**config.mk**
```make
export PLATFORM = sky130hd
export DESIGN_NAME = uart_rx_flat
export DESIGN_NICKNAME = d
export VERILOG_FILES = /design/src/rtl/uart_rx_if.sv /design/src/rtl/uart_rx.sv /design/src/flat_wrapper.sv
export SDC_FILE = /design/constraint.sdc
export NUM_CORES = 1
export LEC_CHECK = 0
export BUFFER_PORTS_ARGS = -buffer_cell sky130_fd_sc_hd__buf_2
export CORE_AREA = 10 10 63 104
export DETAILED_ROUTE_END_ITERATION = 10
export DIE_AREA = 0 0 73 114
export PLACE_DENSITY_LB_ADDON = 0.25
export SLEW_MARGIN = 15
export SYNTH_ARGS = -nofsm -noshare
export SYNTH_HDL_FRONTEND = slang
export SYNTH_SLANG_ARGS = --single-unit
export TNS_END_PERCENT = 50
```
**constraint.sdc**
```tcl
create_clock -name clk -period 1.8 [get_ports clk]
set_clock_uncertainty 0.2 [all_clocks]
set_input_delay 0.36 -clock clk [delete_from_list [all_inputs] [get_ports clk]]
set_output_delay 0.36 -clock clk [all_outputs]
set_load 0.01 [all_outputs]
```
**src/rtl/uart_rx_if.sv**
```systemverilog
// Serial-line and received-byte bundle for uart_rx.
// The parity_err strobe exists only when UART_RX_PARITY_EN is defined.
interface uart_rx_if;
  logic       rx;
  logic [7:0] data;
  logic       valid;
  logic       busy;
  logic       frame_err;
`ifdef UART_RX_PARITY_EN
  logic       parity_err;

  modport master (input rx, output data, valid, busy, frame_err, parity_err);
  modport slave  (output rx, input data, valid, busy, frame_err, parity_err);
`else
  modport master (input rx, output data, valid, busy, frame_err);
  modport slave  (output rx, input data, valid, busy, frame_err);
`endif
endinterface

```
**src/rtl/uart_rx.sv**
```systemverilog
// 8N1 UART receiver with mid-bit sampling, one-cycle valid/frame_err strobes.
// Defining UART_RX_PARITY_EN switches the frame to 8E1 and adds parity_err.
module uart_rx #(
  parameter int CLKS_PER_BIT = 8
) (
  input logic       clk,
  input logic       rst,
  uart_rx_if.master bus
);

  localparam int CNT_W = $clog2(CLKS_PER_BIT) + 1;
`ifdef UART_RX_PARITY_EN
  localparam int NBITS = 9;
`else
  localparam int NBITS = 8;
`endif

  localparam logic [CNT_W-1:0] HALF_M1  = CNT_W'(CLKS_PER_BIT / 2 - 1);
  localparam logic [CNT_W-1:0] FULL_M1  = CNT_W'(CLKS_PER_BIT - 1);
  localparam logic [3:0]       LAST_IDX = 4'(NBITS - 1);

  typedef enum logic [2:0] {
    IDLE,
    START,
    DATA,
    STOP,
    WAIT_IDLE
  } state_t;

  state_t           state, state_n;
  logic [CNT_W-1:0] cnt, cnt_n;
  logic [3:0]       idx, idx_n;
  logic [7:0]       sh, sh_n;
  logic [7:0]       data_q, data_n;
  logic             valid_q, valid_n;
  logic             ferr_q, ferr_n;
  logic             rx_p0, rx_p1;
  logic             rx_s;
`ifdef UART_RX_PARITY_EN
  logic             par_q, par_n;
  logic             perr_q, perr_n;

  // Even parity: the data bits together with the parity bit XOR to zero.
  function automatic logic parity_ok(input logic [7:0] d, input logic p);
    return ~(^{d, p});
  endfunction
`endif

  // Stage p0/p1: two-flop synchronizer for the asynchronous line, idle-high.
  always_ff @(posedge clk or posedge rst) begin
    if (rst) begin
      rx_p0 <= 1'b1;
      rx_p1 <= 1'b1;
    end else begin
      rx_p0 <= bus.rx;
      rx_p1 <= rx_p0;
    end
  end

  assign rx_s = rx_p1;

  always_ff @(posedge clk or posedge rst) begin
    if (rst) begin
      state   <= IDLE;
      cnt     <= '0;
      idx     <= '0;
      sh      <= '0;
      data_q  <= '0;
      valid_q <= 1'b0;
      ferr_q  <= 1'b0;
`ifdef UART_RX_PARITY_EN
      par_q   <= 1'b0;
      perr_q  <= 1'b0;
`endif
    end else begin
      state   <= state_n;
      cnt     <= cnt_n;
      idx     <= idx_n;
      sh      <= sh_n;
      data_q  <= data_n;
      valid_q <= valid_n;
      ferr_q  <= ferr_n;
`ifdef UART_RX_PARITY_EN
      par_q   <= par_n;
      perr_q  <= perr_n;
`endif
    end
  end

  always_comb begin
    state_n = state;
    cnt_n   = cnt;
    idx_n   = idx;
    sh_n    = sh;
    data_n  = data_q;
    valid_n = 1'b0;
    ferr_n  = 1'b0;
`ifdef UART_RX_PARITY_EN
    par_n   = par_q;
    perr_n  = 1'b0;
`endif
    case (state)
      IDLE: begin
        if (!rx_s) begin
          state_n = START;
          cnt_n   = '0;
        end
      end
      START: begin
        if (cnt == HALF_M1) begin
          cnt_n = '0;
          if (rx_s) begin
            state_n = IDLE;
          end else begin
            state_n = DATA;
            idx_n   = '0;
          end
        end else begin
          cnt_n = cnt + CNT_W'(1);
        end
      end
      DATA: begin
        if (cnt == FULL_M1) begin
          cnt_n = '0;
          idx_n = idx + 4'd1;
`ifdef UART_RX_PARITY_EN
          if (idx == 4'd8) par_n = rx_s;
          else             sh_n  = {rx_s, sh[7:1]};
`else
          sh_n = {rx_s, sh[7:1]};
`endif
          if (idx == LAST_IDX) state_n = STOP;
        end else begin
          cnt_n = cnt + CNT_W'(1);
        end
      end
      STOP: begin
        if (cnt == FULL_M1) begin
          cnt_n = '0;
          if (rx_s) begin
            state_n = IDLE;
`ifdef UART_RX_PARITY_EN
            if (parity_ok(sh, par_q)) begin
              data_n  = sh;
              valid_n = 1'b1;
            end else begin
              perr_n = 1'b1;
            end
`else
            data_n  = sh;
            valid_n = 1'b1;
`endif
          end else begin
            // A low stop bit may be a break; hold off until the line idles.
            ferr_n  = 1'b1;
            state_n = WAIT_IDLE;
          end
        end else begin
          cnt_n = cnt + CNT_W'(1);
        end
      end
      WAIT_IDLE: begin
        if (rx_s) state_n = IDLE;
      end
      default: state_n = IDLE;
    endcase
  end

  assign bus.data      = data_q;
  assign bus.valid     = valid_q;
  assign bus.frame_err = ferr_q;
  assign bus.busy      = (state != IDLE);
`ifdef UART_RX_PARITY_EN
  assign bus.parity_err = perr_q;
`endif

endmodule

```
**src/flat_wrapper.sv**
```systemverilog
// flat-port wrapper written by rule: the top's interface ports become plain ports
module uart_rx_flat 
#(
  parameter int CLKS_PER_BIT = 8
)
  (clk, rst, bus_rx, bus_data, bus_valid, bus_busy, bus_frame_err);
  uart_rx_if bus_i ();
  input logic clk;
  input logic rst;
  input wire logic [$bits(bus_i.rx)-1:0] bus_rx;
  output wire logic [$bits(bus_i.data)-1:0] bus_data;
  output wire logic [$bits(bus_i.valid)-1:0] bus_valid;
  output wire logic [$bits(bus_i.busy)-1:0] bus_busy;
  output wire logic [$bits(bus_i.frame_err)-1:0] bus_frame_err;
  assign bus_i.rx = bus_rx;
  assign bus_data = bus_i.data;
  assign bus_valid = bus_i.valid;
  assign bus_busy = bus_i.busy;
  assign bus_frame_err = bus_i.frame_err;
  uart_rx #(.CLKS_PER_BIT(CLKS_PER_BIT)) u_core (.clk(clk), .rst(rst), .bus(bus_i));
endmodule
```
==> summary.md <==
| Metric | Value |
|---|---|
| Run status | complete, but fails checks |
| Failing checks | setup timing |
| Worst-path maximum fanout | 4 |
| Routed Antenna Nets | 0 |
| Initial DRC Count | 9 |
| Mapped Area | 0.00139 mm2 |
| Syn Area/Cell | 12.8 um2 |
| RSZ-0062 raised after global routing | true |
| Worst R2R Setup Slack | -0.04 ns |
| Crit path DAT | 1.81 ns |
| Final nets | 153 |
| Sequential share of the synthesized area | 56.0% |
| Met1 Use GR | 7.19% |
| Leakage | 0.934 nW |
| TritonCTS clock tree | built |
| IO Count | 14 |
| Die area | 0.00832 mm2 |
| Die X | 73 um |
| Placed Area | 0.00161 mm2 |
| Reg clk slew, reported paths | 0.07 ns |
| Asr flop ratio synth | 100% |
| Sequential Area | 781 um2 |
| Area delta synth->final | 32.6% |
| # diodes | 0 |
| Grt ovf | 0 |
| Vias | 949 |
| Tmin final | 1.84 ns |
| Slew Viols, Final | 0 |
| Final core occ | 38.0% |
| Reg2Reg Depth | 5 |
| EDFF count, synth | 0 |
| Vias per std cell | 4.67 |
| Post-Syn Nets | 114 |
| Min Hold Slack | 0.156 ns |
| Met2 global-route usage | 12.7% |
| Worst Tran Pin Value | 0.389 ns |
| Vias in the first global route | 1021 |
| Distinct cells, synth | 38 |
| Overall routing resource usage | 7.36% |
| First-pass GRT wire length | 4.82 mm |
| Period utilization | 102% |
| Initial antenna violation count | 0 |
| Hold path start | u_core.rx_p0$_DFF_PP1_ |
| # fillers | 473 |
| Sinks on the clock net | 31 |
| Drc violations | 0 |
| Final wirelength | 2.84 mm |
| Largest net degree at the start of global routing | 32 |
| Cts bufs inserted | 5 |
| DRT Pass-1 Iters | 4 |
| Max_slew headroom | 74.0% |
| Critical path launch point type | flop |
| FP Rows | 34 |
| H-tree lvl count | 2 |
| Reg-to-reg endpoint | u_core.idx[2]$_DFFE_PP0P_ |
| Core area | 0.00485 mm2 |
| Port Buffer Count | 13 |
| Hold Fails Final Rpt | 0 |
| Die Y | 114 um |
| Number of synthesis warnings | 0 |
| GP Congestion | 0.779 |
| Place WS | -0.157 ns |
| Final instance area | 0.00184 mm2 |
| Post-detailed-route wirelength per cell | 14.0 um |
| Clock Tree Root | clkbuf_8 |
| Yosys reg bits | 31 |
| Grt met3 use | 2.43% |
| Max Cap Violations | 0 |
| Final WS setup | -0.0447 ns |
| Top_reg_cell synth | dfrtp_1 |
| Proportion of layout cells with a drive suffix above 1 | 49.7% |
| Final setup viols | 3 |
| Buffer depth of the longest clock path | 2 |
| CP required | 1.77 ns |
| Hold Path Depth | 0 |
| Post-layout power | 2.33 mW |
| Hold EP | u_core.rx_p1$_DFF_PP1_ |
| DP Wirelength | 2.05 mm |
| FF-to-FF Start | u_core.cnt[1]$_DFFE_PP0P_ |
| Fmax | 0.542 GHz |
| Multi-input logic area | 584 um2 |
| Starting density of the core | 28.7% |
| Hold Crit Class | reg2reg |
| Gate Count Post-Synth | 109 |
| Most Crowded Layer GR | met2 |
| Power Density | 1260 mW/mm2 |
| VDD IR max | 1.29 mV |
| Clock Latency Late Sink | 0.28 ns |
| Worst Setup End Kind | flop |
| Setup CP Type | reg2reg |
==> per-layer routing <==
metal	vias up	share of wire [%]
met4	0	2.4
met3	6	3.4
met5	-	0
li1	464	-
met2	15	55
met1	464	39
==> synth_stat cells (3+ instances only) <==
master,n,area [um2]
buf_6,3,33.8
mux2_2,16,180
nor2_1,7,26.3
nand3_1,4,20.0
xnor2_1,3,26.3
dfrtp_1,29,726
nand2_1,6,22.5
o21ai_0,4,20.0
==> through the flow <==
step	instances	TNS (ns)
floorplan	109	0
global placement	184	-0.802
detailed placement	184	-1.08
CTS	199	-0.137
global route	203	-0.791
finish	203	-0.118
==> critical path, stage by stage (launching register included) <==
cell and delay (ns):
dfrtp_1 0.37, ha_2 0.18, and2b_2 0.19, a211oi_1 0.09, or3_4 0.36, a221o_1 0.35
==> cell usage in the layout (no fill, tap or decap), drive strengths merged <==
cell type    count
mux2i            2
dfrtp           29
nor3             1
dlygate4sd3      2
a2bb2oi          1
nand3            4
dfstp            2
nand2            6
and3             2
mux2            17
nand3b           1
a21o             1
clkbuf           5
a21bo            1
xor2             2
xnor2            3
o21a             1
nor3b            1
and2b            1
and3b            1
ha               2
o211ai           1
o21ai            4
inv              1
bufinv           1
clkinv           2
nor2b            1
a22o             2
a211oi           2
nor2             8
or4              1
or3              2
buf             36
a221o            1
a21oi            2
==> report_power, final <==
group | total, mW | internal [mW] | switching, mW
registers | 0.859 | 0.780 | 0.0785
logic | 0.794 | 0.444 | 0.349
clock network | 0.677 | 0.412 | 0.266
total | 2.33 | 1.64 | 0.694
==> area by class of cell <==
type,instances,share of cell area (%)
Tap cell,54,3.67
Clock inverter,3,2.38
Sequential cell,31,42.4
Clock buffer,5,3.73
Timing Repair Buffer,38,16.0
Multi-Input combinational cell,71,31.7
Inverter,1,0.204
==> cell families (layout without fill, tap and decap cells) <==
family | Yosys count | count (layout) | synth area share, %
muxes | 19 | 19 | 15.2
AOI/OAI and AO/OA | 16 | 16 | 8.19
DFF | 31 | 31 | 56.0
and+or+nand+nor | 29 | 29 | 11.3
adders and majority gates | 2 | 2 | 1.80
xor gates and xnor gates | 5 | 5 | 3.69
buffers and inverters | 7 | 47 | 3.87
==> state kept, by name, summed over array words and instances (netlist names), 3 cells and up <==
signal,count
u_core.sh,8
u_core.idx,4
u_core.bus.data,8
u_core.cnt,4
u_core.state,3
==> what timing repair did <==
item	4_1_cts	5_1_grt
pin swaps	1	1
resized for setup	5	5
buffers inserted	5	4
setup endpoints to repair	13	21
endpoints found under the hold margin	30	0
hold buffers	2	0
==> how the worst max path moves through the flow <==
stage	startpoint	to	slack (ns)	cells past startpoint
floorplan	u_core.rx_p1$_DFF_PP1_	u_core.bus.data[0]$_DFFE_PP0P_	0.01	4
finish	u_core.cnt[1]$_DFFE_PP0P_	u_core.idx[2]$_DFFE_PP0P_	-0.04	5
detailed placement	u_core.cnt[1]$_DFFE_PP0P_	u_core.idx[3]$_DFFE_PP0P_	-0.16	6
global route	u_core.state[0]$_DFFE_PP0P_	bus_busy	-0.10	3
CTS	u_core.state[0]$_DFFE_PP0P_	bus_busy	-0.07	3
global placement	u_core.cnt[1]$_DFFE_PP0P_	u_core.idx[3]$_DFFE_PP0P_	-0.11	6
Note: power is estimated with default switching activity, not from simulation.
